### src/rtl/fetch_unit.sv
// Instruction fetch stage: owns the fetch PC, issues single-outstanding word reads to
// instruction memory and queues returned words with their PC for decode.
//
// state | meaning
// IDLE  | no transaction; waits for a free FIFO slot and no redirect
// REQ   | imem_req high, address held until ack
// WAIT  | acked, waiting for rvalid to push {rdata, pc}
// DROP  | acked transaction was redirected; its response is discarded
module fetch_unit #(
    parameter int unsigned DEPTH    = 4,
    parameter logic [31:0] RESET_PC = 32'h0000_0000
) (
    input  logic                     CLK,
    input  logic                     RST,
    output logic                     imem_req,
    output logic [31:0]              imem_addr,
    input  logic                     imem_ack,
    input  logic                     imem_rvalid,
    input  logic [31:0]              imem_rdata,
    input  logic                     redir_valid,
    input  logic [31:0]              redir_pc,
    output logic                     if_valid,
    output logic [31:0]              if_instr,
    output logic [31:0]              if_pc,
    output logic [31:0]              if_pc4,
    input  logic                     id_ready,
    output logic [$clog2(DEPTH):0]   fifo_count
);

    localparam int unsigned PW = $clog2(DEPTH);
    localparam int unsigned CW = PW + 1;
    localparam logic [CW-1:0] DEPTH_C = CW'(DEPTH);

    typedef enum logic [1:0] {S_IDLE, S_REQ, S_WAIT, S_DROP} state_e;

    state_e        state_q, state_d;
    logic [31:0]   fetch_pc_q, fetch_pc_d;
    logic [31:0]   txn_pc_q;
    logic [31:0]   instr_q [DEPTH];
    logic [31:0]   pc_q    [DEPTH];
    logic [PW-1:0] wr_ptr_q, rd_ptr_q;
    logic [CW-1:0] count_q, count_d;
    logic          push, pop;
    logic          req_ack;

    assign req_ack = (state_q == S_REQ) && imem_ack;
    assign push    = (state_q == S_WAIT) && imem_rvalid && !redir_valid;
    assign pop     = (count_q != '0) && id_ready && !redir_valid;

    // Occupancy after this cycle's push/pop, before any redirect flush.
    always_comb begin
        count_d = count_q;
        if (push && !pop) begin
            count_d = count_q + 1'b1;
        end else if (!push && pop) begin
            count_d = count_q - 1'b1;
        end
    end

    always_comb begin
        fetch_pc_d = fetch_pc_q;
        if (redir_valid) begin
            fetch_pc_d = {redir_pc[31:2], 2'b00};
        end else if (req_ack) begin
            fetch_pc_d = fetch_pc_q + 32'd4;
        end
    end

    always_ff @(posedge CLK) begin
        if (RST) begin
            state_q <= S_IDLE;
        end else begin
            state_q <= state_d;
        end
    end

    always_comb begin
        state_d = state_q;
        case (state_q)
            S_IDLE: begin
                if (!redir_valid && (count_q < DEPTH_C)) begin
                    state_d = S_REQ;
                end
            end
            S_REQ: begin
                if (redir_valid) begin
                    state_d = imem_ack ? S_DROP : S_IDLE;
                end else if (imem_ack) begin
                    state_d = S_WAIT;
                end
            end
            S_WAIT: begin
                if (redir_valid) begin
                    state_d = imem_rvalid ? S_IDLE : S_DROP;
                end else if (imem_rvalid) begin
                    state_d = (count_d < DEPTH_C) ? S_REQ : S_IDLE;
                end
            end
            S_DROP: begin
                if (imem_rvalid) begin
                    state_d = S_IDLE;
                end
            end
            default: state_d = S_IDLE;
        endcase
    end

    always_comb begin
        imem_req  = (state_q == S_REQ);
        imem_addr = fetch_pc_q;
    end

    always_ff @(posedge CLK) begin
        if (RST) begin
            fetch_pc_q <= RESET_PC;
            txn_pc_q   <= RESET_PC;
        end else begin
            fetch_pc_q <= fetch_pc_d;
            if (req_ack) begin
                txn_pc_q <= fetch_pc_q;
            end
        end
    end

    // Storage is cleared on reset so the head reads as zero until the first push.
    always_ff @(posedge CLK) begin
        if (RST) begin
            for (int i = 0; i < int'(DEPTH); i++) begin
                instr_q[i] <= '0;
                pc_q[i]    <= '0;
            end
            wr_ptr_q <= '0;
            rd_ptr_q <= '0;
            count_q  <= '0;
        end else if (redir_valid) begin
            wr_ptr_q <= '0;
            rd_ptr_q <= '0;
            count_q  <= '0;
        end else begin
            if (push) begin
                instr_q[wr_ptr_q] <= imem_rdata;
                pc_q[wr_ptr_q]    <= txn_pc_q;
                wr_ptr_q          <= wr_ptr_q + 1'b1;
            end
            if (pop) begin
                rd_ptr_q <= rd_ptr_q + 1'b1;
            end
            count_q <= count_d;
        end
    end

    assign if_valid   = (count_q != '0);
    assign if_instr   = instr_q[rd_ptr_q];
    assign if_pc      = pc_q[rd_ptr_q];
    assign if_pc4     = pc_q[rd_ptr_q] + 32'd4;
    assign fifo_count = count_q;

endmodule
### config.mk
export PLATFORM = sky130hd
export DESIGN_NAME = fetch_unit
export DESIGN_NICKNAME = d
export VERILOG_FILES = /design/src/rtl/fetch_unit.sv
export SDC_FILE = /design/constraint.sdc
export NUM_CORES = 1
export LEC_CHECK = 0
export ABC_CLOCK_PERIOD_IN_PS = 12300
export BUFFER_PORTS_ARGS = -buffer_cell sky130_fd_sc_hd__clkbuf_2
export CORE_UTILIZATION = 50
export CTS_CLUSTER_DIAMETER = 50
export DETAILED_ROUTE_END_ITERATION = 6
export PLACE_DENSITY_LB_ADDON = 0.1
export SLEW_MARGIN = 20
export SYNTH_ARGS = -nofsm -noshare
export SYNTH_HDL_FRONTEND = slang
export SYNTH_SLANG_ARGS = --single-unit
### constraint.sdc
create_clock -name CLK -period 12.3 [get_ports CLK]
set_clock_uncertainty 0.15 [all_clocks]
set_input_delay 1.23 -clock CLK [delete_from_list [all_inputs] [get_ports CLK]]
set_output_delay 1.23 -clock CLK [all_outputs]
set_load 0.05 [all_outputs]
==> key figures, run 1 <==
Final layout
  • Synth-to-layout area growth: 17.5%
  • Diodes inserted: 0
  • Multi-input logic area: 4600 um2
  • Most common cell after layout, fill and taps aside: edfxtp_1
  • Post-route cell area: 16,500 um2
  • Reg area: 8870 um2
  • Filler instances: 2,346
  • Nets: approximately 1,400
  • Most frequent cells in the layout: edfxtp_1 (248), nor2_1 (225), clkbuf_2 (194), nand2_1 (152), inv_1 (80)
  • Share of layout cells above drive strength 1: 24.8%

Pwr
  • Power density over the cells: 150 nW/um2
  • Comb pwr share: 8.0%
  • Power share of the sequential group: 49.4%
  • LEAKAGE: approximately 6.6 nW
  • Sw Ratio: between 20 and 25%
  • Int Pwr: 1.87 mW
  • Peak VDD IR: 0.102 mV
  • Net Switching: 0.603 mW
  • Clk network pwr share: 42.6%

Worst setup path
  • Cell breakdown of the critical path: buf_4, mux4_2, and4_1, nand3_1, nor4_1, xor2_1, clkbuf_2
  • Cells on worst reg2reg path: 6
  • CP Depth: 7
  • Type of the worst setup path: reg -> out
  • Reg2reg start: state_q[0]$_SDFFE_PP0P_
  • Crit path max-delay cell type: buf_4
  • Reg2Reg Setup Slack: 9.19 ns
  • Critical Path Max Stage Delay: around 0.7 ns
  • Kind of end point of the critical path: output port
  • CP max FO: 48
  • FF-to-FF End: instr_q[1][2]$_SDFFCE_PN0P_
  • Kind of cell adding the most delay to the critical path: simple AND/OR/NAND/NOR gates
  • Crit path DAT: 4.20 ns
  • CP required: ~11 ns
  • Buffer and inverter count on the worst path: 2
  • CP startpoint kind: flop

Global route
  • First-pass GRT wire length: just under 50,000 um
  • Total gr overflow: 0
  • Aggregate global-route resource usage: 22.1%
  • Pin count of the biggest net entering global routing: 64
  • Initial antenna violation count: 1
  • Vias in the first global route: 8,844

Floorplanning
  • Boundary pin count: 203
  • Core area: roughly 28,000 um2
  • Die area: 28,800 um2
  • Row cnt: 61
  • Die Span Y: 170 um
  • Die Span X: about 170 um
  • Initial Util: 50.7%

Route
  • DRT antenna net count: 0
  • # DRC: 0
  • Drt total wl: 31,500 um
  • Drt first pass iters: 4
  • Routed vias/inst: 5.27
  • DR iter-0 viols: 728
  • Total number of vias: slightly above 9,000
  • Routed len/inst: 18.1 um

Logic synthesis
  • Synth cell types: 47
  • Area contributors post-synth: edfxtp_1 (53%), dfxtp_1 (10%), mux4_2 (9.9%)
  • Post-Syn Area per Cell: 12.1 um2
  • Seq/Total Area, Yosys: 63.1%
  • Async set-reset flop share out of synthesis: 0%
  • Synth top area share: 53.0%
  • Syn Std Cell Area: 14,100 um2
  • Ys flop type: edfxtp_1
  • Synth warnings: 0
  • Yosys top cell by area: edfxtp_1
  • Post-synth EDFFs: ~250
  • Cells after synthesis: between 1,000 and 1,500
  • #FFs+latches synth: 319

STA
  • Period utilization: 45.4%
  • Final setup viols: 0
  • TNS Setup: 0 ns
  • Maximum clock rate: 0.179 GHz
  • Worst slew margin: 33.0%
  • Fin crit period: 5.58 ns
  • Pin slew with the least headroom to its limit: 1.01 ns
  • Max-slew violations: 0
  • RSZ-0062 raised after global routing: false
  • Final Hold Fails: 0

Placement
  • DP HPWL: between 15,000 and 20,000 um
  • Dpl cell area: between 15,000 and 20,000 um2
  • Placer congestion estimate: 0.791
  • PortBufs: 194

CTS
  • Post-CTS Hold Buffers: 0
  • Clk pin slew, worst setup/hold paths: 0.06 ns
  • # clock sinks: 319
  • H-tree Lvls: 2
  • Clock Latency Late Sink: 0.52 ns
  • Post-cts resize count: 0
  • CTS Buf Count: 37
  • CTS Root Cell: clkbuf_16
  • Postcts setup bufs: 0
  • CTS tree: done
  • Max Root-Sink Buffers: 3

Worst hold path
  • Hold Path End: txn_pc_q[17]$_SDFFE_PP0P_
  • Hold Crit Depth: 2
  • HP Start: txn_pc_q[17]$_SDFFE_PP0P_
  • Hold Path Class: reg -> reg

Run
  • Max-cap violations: 0

Status
  • Status: complete, no violations
==> power by group through the flow <==
stage,clock network [mW],registers (mW),logic (mW)
after floorplan,0,1.26,0.126
after global placement,0,1.24,0.198
after detailed placement,0,1.24,0.199
after CTS,1.07,1.22,0.199
after global routing,1.11,1.23,0.210
final,1.05,1.22,0.197
==> layer usage <==
metal  vias to the layer above  global-route usage (%)  share of wire [%]
met5                         -                       0              0.029
met4                         2                    5.13                1.6
met3                        46                    3.87                6.0
met2                       273                    35.0                 46
met1                      4437                    31.8                 46
li1                       4411                       -                  -
==> flip-flops by register name, indices dropped and copies added (netlist names), named ones only <==
name	count
fifo_count	3
imem_addr	30
instr_q	128
pc_q	120
rd_ptr_q	2
state_q	2
txn_pc_q	30
wr_ptr_q	2
==> cell usage after synthesis, drive strengths merged, types with 3 or more instances <==
cell type  instances
edfxtp           248
nand4              7
a211oi            17
nor4              12
nor2             226
dfxtp             71
and2               4
nand2b             5
ha                 7
and3b              3
mux4              62
buf               23
nand3             19
o211a              3
a21oi             38
or3                4
clkbuf            54
nor3              14
and4               7
nor3b              3
a311oi             4
xnor2             30
xor2              24
and3              10
nand2            153
inv               81
o21ai             10
==> worst min-delay path, cell delays in order, from the launching register on <==
cell and delay, ns:
dfxtp_1 0.31, nand2_1 0.05, a21oi_1 0.05
==> metrics by stage <==
stage | hold slack (ns) | util (%) | cells | setup slack (ns) | power (mW)
floorplan | 0.287 | - | 1164 | 5.25 | 1.39
finish | 0.305 | 59.6 | 1739 | 6.72 | 2.47
global route | 0.322 | 59.6 | 1739 | 6.33 | 2.55
detailed placement | 0.298 | 55.3 | 1672 | 7.08 | 1.44
CTS | 0.307 | 59.6 | 1739 | 6.52 | 2.49
global placement | 0.294 | 55.3 | 1672 | 7.11 | 1.44
==> layout make-up <==
type	count	share of cell area (%)
clock inverter	18	0.962
sequential	319	53.7
inverter	81	1.84
timing repair buffer	207	6.47
multi-input combinational	687	27.9
clock buffer	49	6.25
tap	378	2.86
==> worst max path at each step <==
stage | slack, ns | start | to
3_3_place_gp | 7.11 | flop | if_pc4[31]
5_1_grt | 6.33 | flop | if_pc4[31]
4_1_cts | 6.52 | flop | if_pc4[31]
2_1_floorplan | 5.25 | redir_valid | instr_q[0][0]$_SDFFCE_PN0P_
6_report | 6.72 | flop | if_pc4[31]
3_5_place_dp | 7.08 | flop | if_pc4[31]
==> kinds of logic after synthesis <==
family,synth area share [%]
other,0.0267
DFF,63.1
muxes,10.1
adders and majority gates,0.623
AOI/OAI and AO/OA,3.68
buffers and inverters,4.67
and+or+nand+nor,14.4
xor gates and xnor gates,3.37
Power figures use the tool's default switching activity.
==> run 2: changes to the inputs <==
--- a/config.mk
+++ b/config.mk
@@ -5,7 +5,8 @@
 export SDC_FILE = /design/constraint.sdc
 export NUM_CORES = 1
 export LEC_CHECK = 0
-export ABC_CLOCK_PERIOD_IN_PS = 12300
+export ABC_AREA = 1
+export ABC_CLOCK_PERIOD_IN_PS = 4800
 export BUFFER_PORTS_ARGS = -buffer_cell sky130_fd_sc_hd__clkbuf_2
 export CORE_UTILIZATION = 50
 export CTS_CLUSTER_DIAMETER = 50
==> constraint.sdc (replaced) <==
create_clock -name CLK -period 4.8 [get_ports CLK]
set_clock_uncertainty 0.15 [all_clocks]
set_input_delay 0.48 -clock CLK [delete_from_list [all_inputs] [get_ports CLK]]
set_output_delay 0.48 -clock CLK [all_outputs]
set_load 0.05 [all_outputs]
==> key figures, run 2 <==
Global route
  • Aggregate global-route resource usage: 25.7% (was 22.1%)
  • Total gr overflow: 0 (unchanged)
  • Vias in the first global route: 12,500 (was 8,844)
  • Initial antenna violation count: 0 (was 1)
  • Pin count of the biggest net entering global routing: 110 (was 64)
  • First-pass GRT wire length: 66,400 um (was 48,900 um)

Route
  • Total number of vias: 13,400 (was 9,169)
  • Routed vias/inst: 5.23 (was 5.27)
  • Routed len/inst: 16.5 um (was 18.1 um)
  • DR iter-0 viols: 1,021 (was 728)
  • # DRC: 0 (unchanged)
  • DRT antenna net count: 0 (unchanged)
  • Drt total wl: 42,200 um (was 31,500 um)
  • Drt first pass iters: 6 (was 4)

Final layout
  • Max reg flops: 128 (unchanged)
  • Nets: 2,206 (was 1,410)
  • Post-route cell area: 18,600 um2 (was 16,500 um2)
  • Most frequent cells in the layout: nand2_1 (492), nor2_1 (415), edfxtp_1 (248), inv_1 (218), clkbuf_2 (194) (was edfxtp_1 (248), nor2_1 (225), clkbuf_2 (194), nand2_1 (152), inv_1 (80))
  • Most common cell after layout, fill and taps aside: nand2_1 (was edfxtp_1)
  • Filler instances: 2,827 (was 2,346)
  • Final design utilization: 59.1% (was 59.6%)
  • Diodes inserted: 0 (unchanged)
  • Most flop-heavy register: instr_q (unchanged)
  • Synth-to-layout area growth: 16.7% (was 17.5%)
  • Top Registers: instr_q x128, pc_q x120 (unchanged)
  • Share of layout cells above drive strength 1: 14.5% (was 24.8%)

CTS
  • H-tree Lvls: 2 (unchanged)
  • Max Root-Sink Buffers: 3 (unchanged)
  • Post-cts resize count: 0 (unchanged)
  • CTS Root Cell: clkbuf_16 (unchanged)
  • # clock sinks: 319 (unchanged)
  • CTS tree: done (unchanged)
  • Clk pin slew, worst setup/hold paths: 0.06 ns (about the same)
  • Post-CTS Hold Buffers: 0 (unchanged)
  • CTS Buf Count: 37 (unchanged)
  • Clock Latency Late Sink: 0.53 ns (was 0.52 ns)
  • Postcts setup bufs: 0 (unchanged)

Floorplanning
  • Core area: 31,500 um2 (was 27,700 um2)
  • Die Span X: 181 um (was 170 um)
  • Die area: 32,600 um2 (was 28,800 um2)
  • Boundary pin count: 203 (unchanged)
  • Die Span Y: 181 um (was 170 um)
  • Row cnt: 65 (was 61)
  • Initial Util: 50.7% (about the same)

Placement
  • DP HPWL: 26,800 um (was 17,900 um)
  • PortBufs: 194 (unchanged)
  • Dpl cell area: 17,200 um2 (was 15,300 um2)
  • Placer congestion estimate: 0.893 (was 0.791)

Worst setup path
  • CP startpoint kind: flop (unchanged)
  • CP Depth: 9 (was 7)
  • CP required: 4.17 ns (was 10.92 ns)
  • Cells on worst reg2reg path: 9 (was 6)
  • Crit path top cell by count: nand2_1
  • Cell breakdown of the critical path: buf_4, nand3_1, nand2_2, ha_1, nand2_1, nor2_1, nand2_1, xor2_1, clkbuf_2 (was buf_4, mux4_2, and4_1, nand3_1, nor4_1, xor2_1, clkbuf_2)
  • Crit path DAT: 3.38 ns (was 4.20 ns)
  • Crit path max-delay cell type: dfxtp_2 (was buf_4)
  • Critical Path Max Stage Delay: 0.69 ns (was 0.70 ns)
  • CP max FO: 21 (was 48)
  • Kind of end point of the critical path: output port (unchanged)
  • Kind of cell adding the most delay to the critical path: simple AND/OR/NAND/NOR gates (unchanged)
  • Buffer and inverter count on the worst path: 2 (unchanged)
  • Type of the worst setup path: reg -> out (unchanged)

Logic synthesis
  • XOR/XNOR Fraction of Synth Area: 1.32% (was 3.37%)
  • Fraction of synthesized area in multiplexers: 0% (was 10.1%)
  • Count leader, synth: nand2_1 (was edfxtp_1)
  • Async set-reset flop share out of synthesis: 0% (unchanged)
  • Area contributors post-synth: edfxtp_1 (47%), nand2_1 (12%), nor2_1 (9.8%) (was edfxtp_1 (53%), dfxtp_1 (10%), mux4_2 (9.9%))
  • Synth top area share: 46.7% (was 53.0%)
  • Syn Std Cell Area: 15,900 um2 (was 14,100 um2)
  • Cells after synthesis: 1,964 (was 1,159)
  • Synth Area in Adders: 0.549% (was 0.623%)
  • Simple-Gate Fraction of Synth Area: 26.6% (was 14.4%)
  • Yosys top cell by area: edfxtp_1 (unchanged)
  • Post-Syn Area per Cell: 8.12 um2 (was 12.1 um2)
  • Post-synth EDFFs: 248 (unchanged)
  • Synth cell types: 36 (was 47)
  • Synth warnings: 0 (unchanged)
  • Complex-gate fraction of the synthesized area: 7.62% (was 3.68%)
  • Seq/Total Area, Yosys: 55.6% (was 63.1%)
  • Most instantiated cells after synthesis: nand2_1 (497), nor2_1 (415), edfxtp_1 (248), inv_1 (219), o21ai_0 (124) (was edfxtp_1 (248), nor2_1 (226), nand2_1 (153), inv_1 (80), dfxtp_1 (71))
  • #FFs+latches synth: 319 (unchanged)
  • Ys flop type: edfxtp_1 (unchanged)
  • Largest family of logic cells by synthesized area: simple AND/OR/NAND/NOR gates (unchanged)

STA
  • Fin crit period: 4.01 ns
  • Final Hold Fails: 0 (unchanged)
  • Final setup viols: 0 (unchanged)
  • Max-slew violations: 0 (unchanged)
  • Worst slew margin: 33.0% (about the same)
  • Pin slew with the least headroom to its limit: 1.00 ns (was 1.01 ns)
  • RSZ-0062 raised after global routing: false (unchanged)
  • Maximum clock rate: 0.250 GHz
  • Period utilization: 83.5%

Pwr
  • Total power: 7.26 mW (was 2.47 mW)
  • Power density over the cells: 390 nW/um2 (was 150 nW/um2)
  • Peak VDD IR: 0.245 mV (was 0.102 mV)
  • LEAKAGE: 7.82 nW (was 6.60 nW)

Run
  • Max-cap violations: 0 (unchanged)

Worst hold path
  • Hold Path Class: in -> reg (was reg -> reg)
  • Hold Crit Depth: 3 (was 2)

Status
  • Status: complete, no violations (unchanged)
==> run 2: changes by cell type after synthesis, sizes merged, moves of 10 or more <==
cell,previous run,this run
mux4,62,0
a211oi,17,1
a31oi,1,11
o22ai,0,32
nand2,153,504
inv,81,222
buf,23,40
and3,10,0
xnor2,30,3
a21oi,38,54
o21ai,10,124
nor4,12,0
nand3,19,108
nor2,226,425
==> run 2: layout make-up <==
type / instances / area [um2] / area share, %
Clock buffer: 48 / 1050 / 5.65
Tap cell: 402 / 503 / 2.70
Timing Repair Buffer: 219 / 1200 / 6.43
Inverter: 222 / 836 / 4.49
Sequential cell: 319 / 8870 / 47.7
Clock inverter: 20 / 317 / 1.70
Multi-Input combinational cell: 1330 / 5830 / 31.3
==> run 2: cell families after synthesis <==
group	Yosys count
AO/OA/AOI/OAI	228
buffers and inverters	320
AND/OR/NAND/NOR	1065
other	1
adder cells (fa/ha/maj)	7
XOR/XNOR	24
flip-flops	319
==> run 2: worst paths after layout <==
kind / start / to / slack, ns
worst max register to register: state_q[1]$_SDFFE_PP0P_ / pc_q[3][10]$_DFFE_PP_ / 1.97
worst min register to register: txn_pc_q[3]$_SDFFE_PP0P_ / txn_pc_q[3]$_SDFFE_PP0P_ / 0.30
worst min-delay path: redir_pc[12] / imem_addr[12]$_SDFFE_PP0P_ / 0.07
worst max-delay path: flop / if_pc4[16] / 0.79
==> run 2: per-layer routing <==
metal	global-route usage, %	routed length, um
met3	3.05	2790
met5	0	0
met2	42.5	19600
met4	5.85	634
met1	36.4	19200
==> run 2: stage by stage <==
stage	std cells	setup slack, ns	setup TNS, ns	hold slack (ns)
after floorplan	1969	-1.14	-141.28	0.280
after global placement	2492	1.41	0	0.292
after detailed placement	2492	1.37	0	0.298
after CTS	2560	0.805	0	0.0520
after global routing	2560	0.610	0	0.0652
final	2560	0.793	0	0.0664
==> run 2: power by group <==
group / switching, mW / internal [mW]
combinational: 0.739 / 0.215
clock: 1.13 / 1.94
sequential: 0.0798 / 3.16
total: 1.95 / 5.31
==> run 2: worst reg2reg max path, delay by kind of cell (launching register included) <==
kind	cells	cell delay [ns]
AND/OR/NAND/NOR	4	0.64
flip-flops	1	0.35
buffers and inverters	4	0.77
AO/OA/AOI/OAI	1	0.55
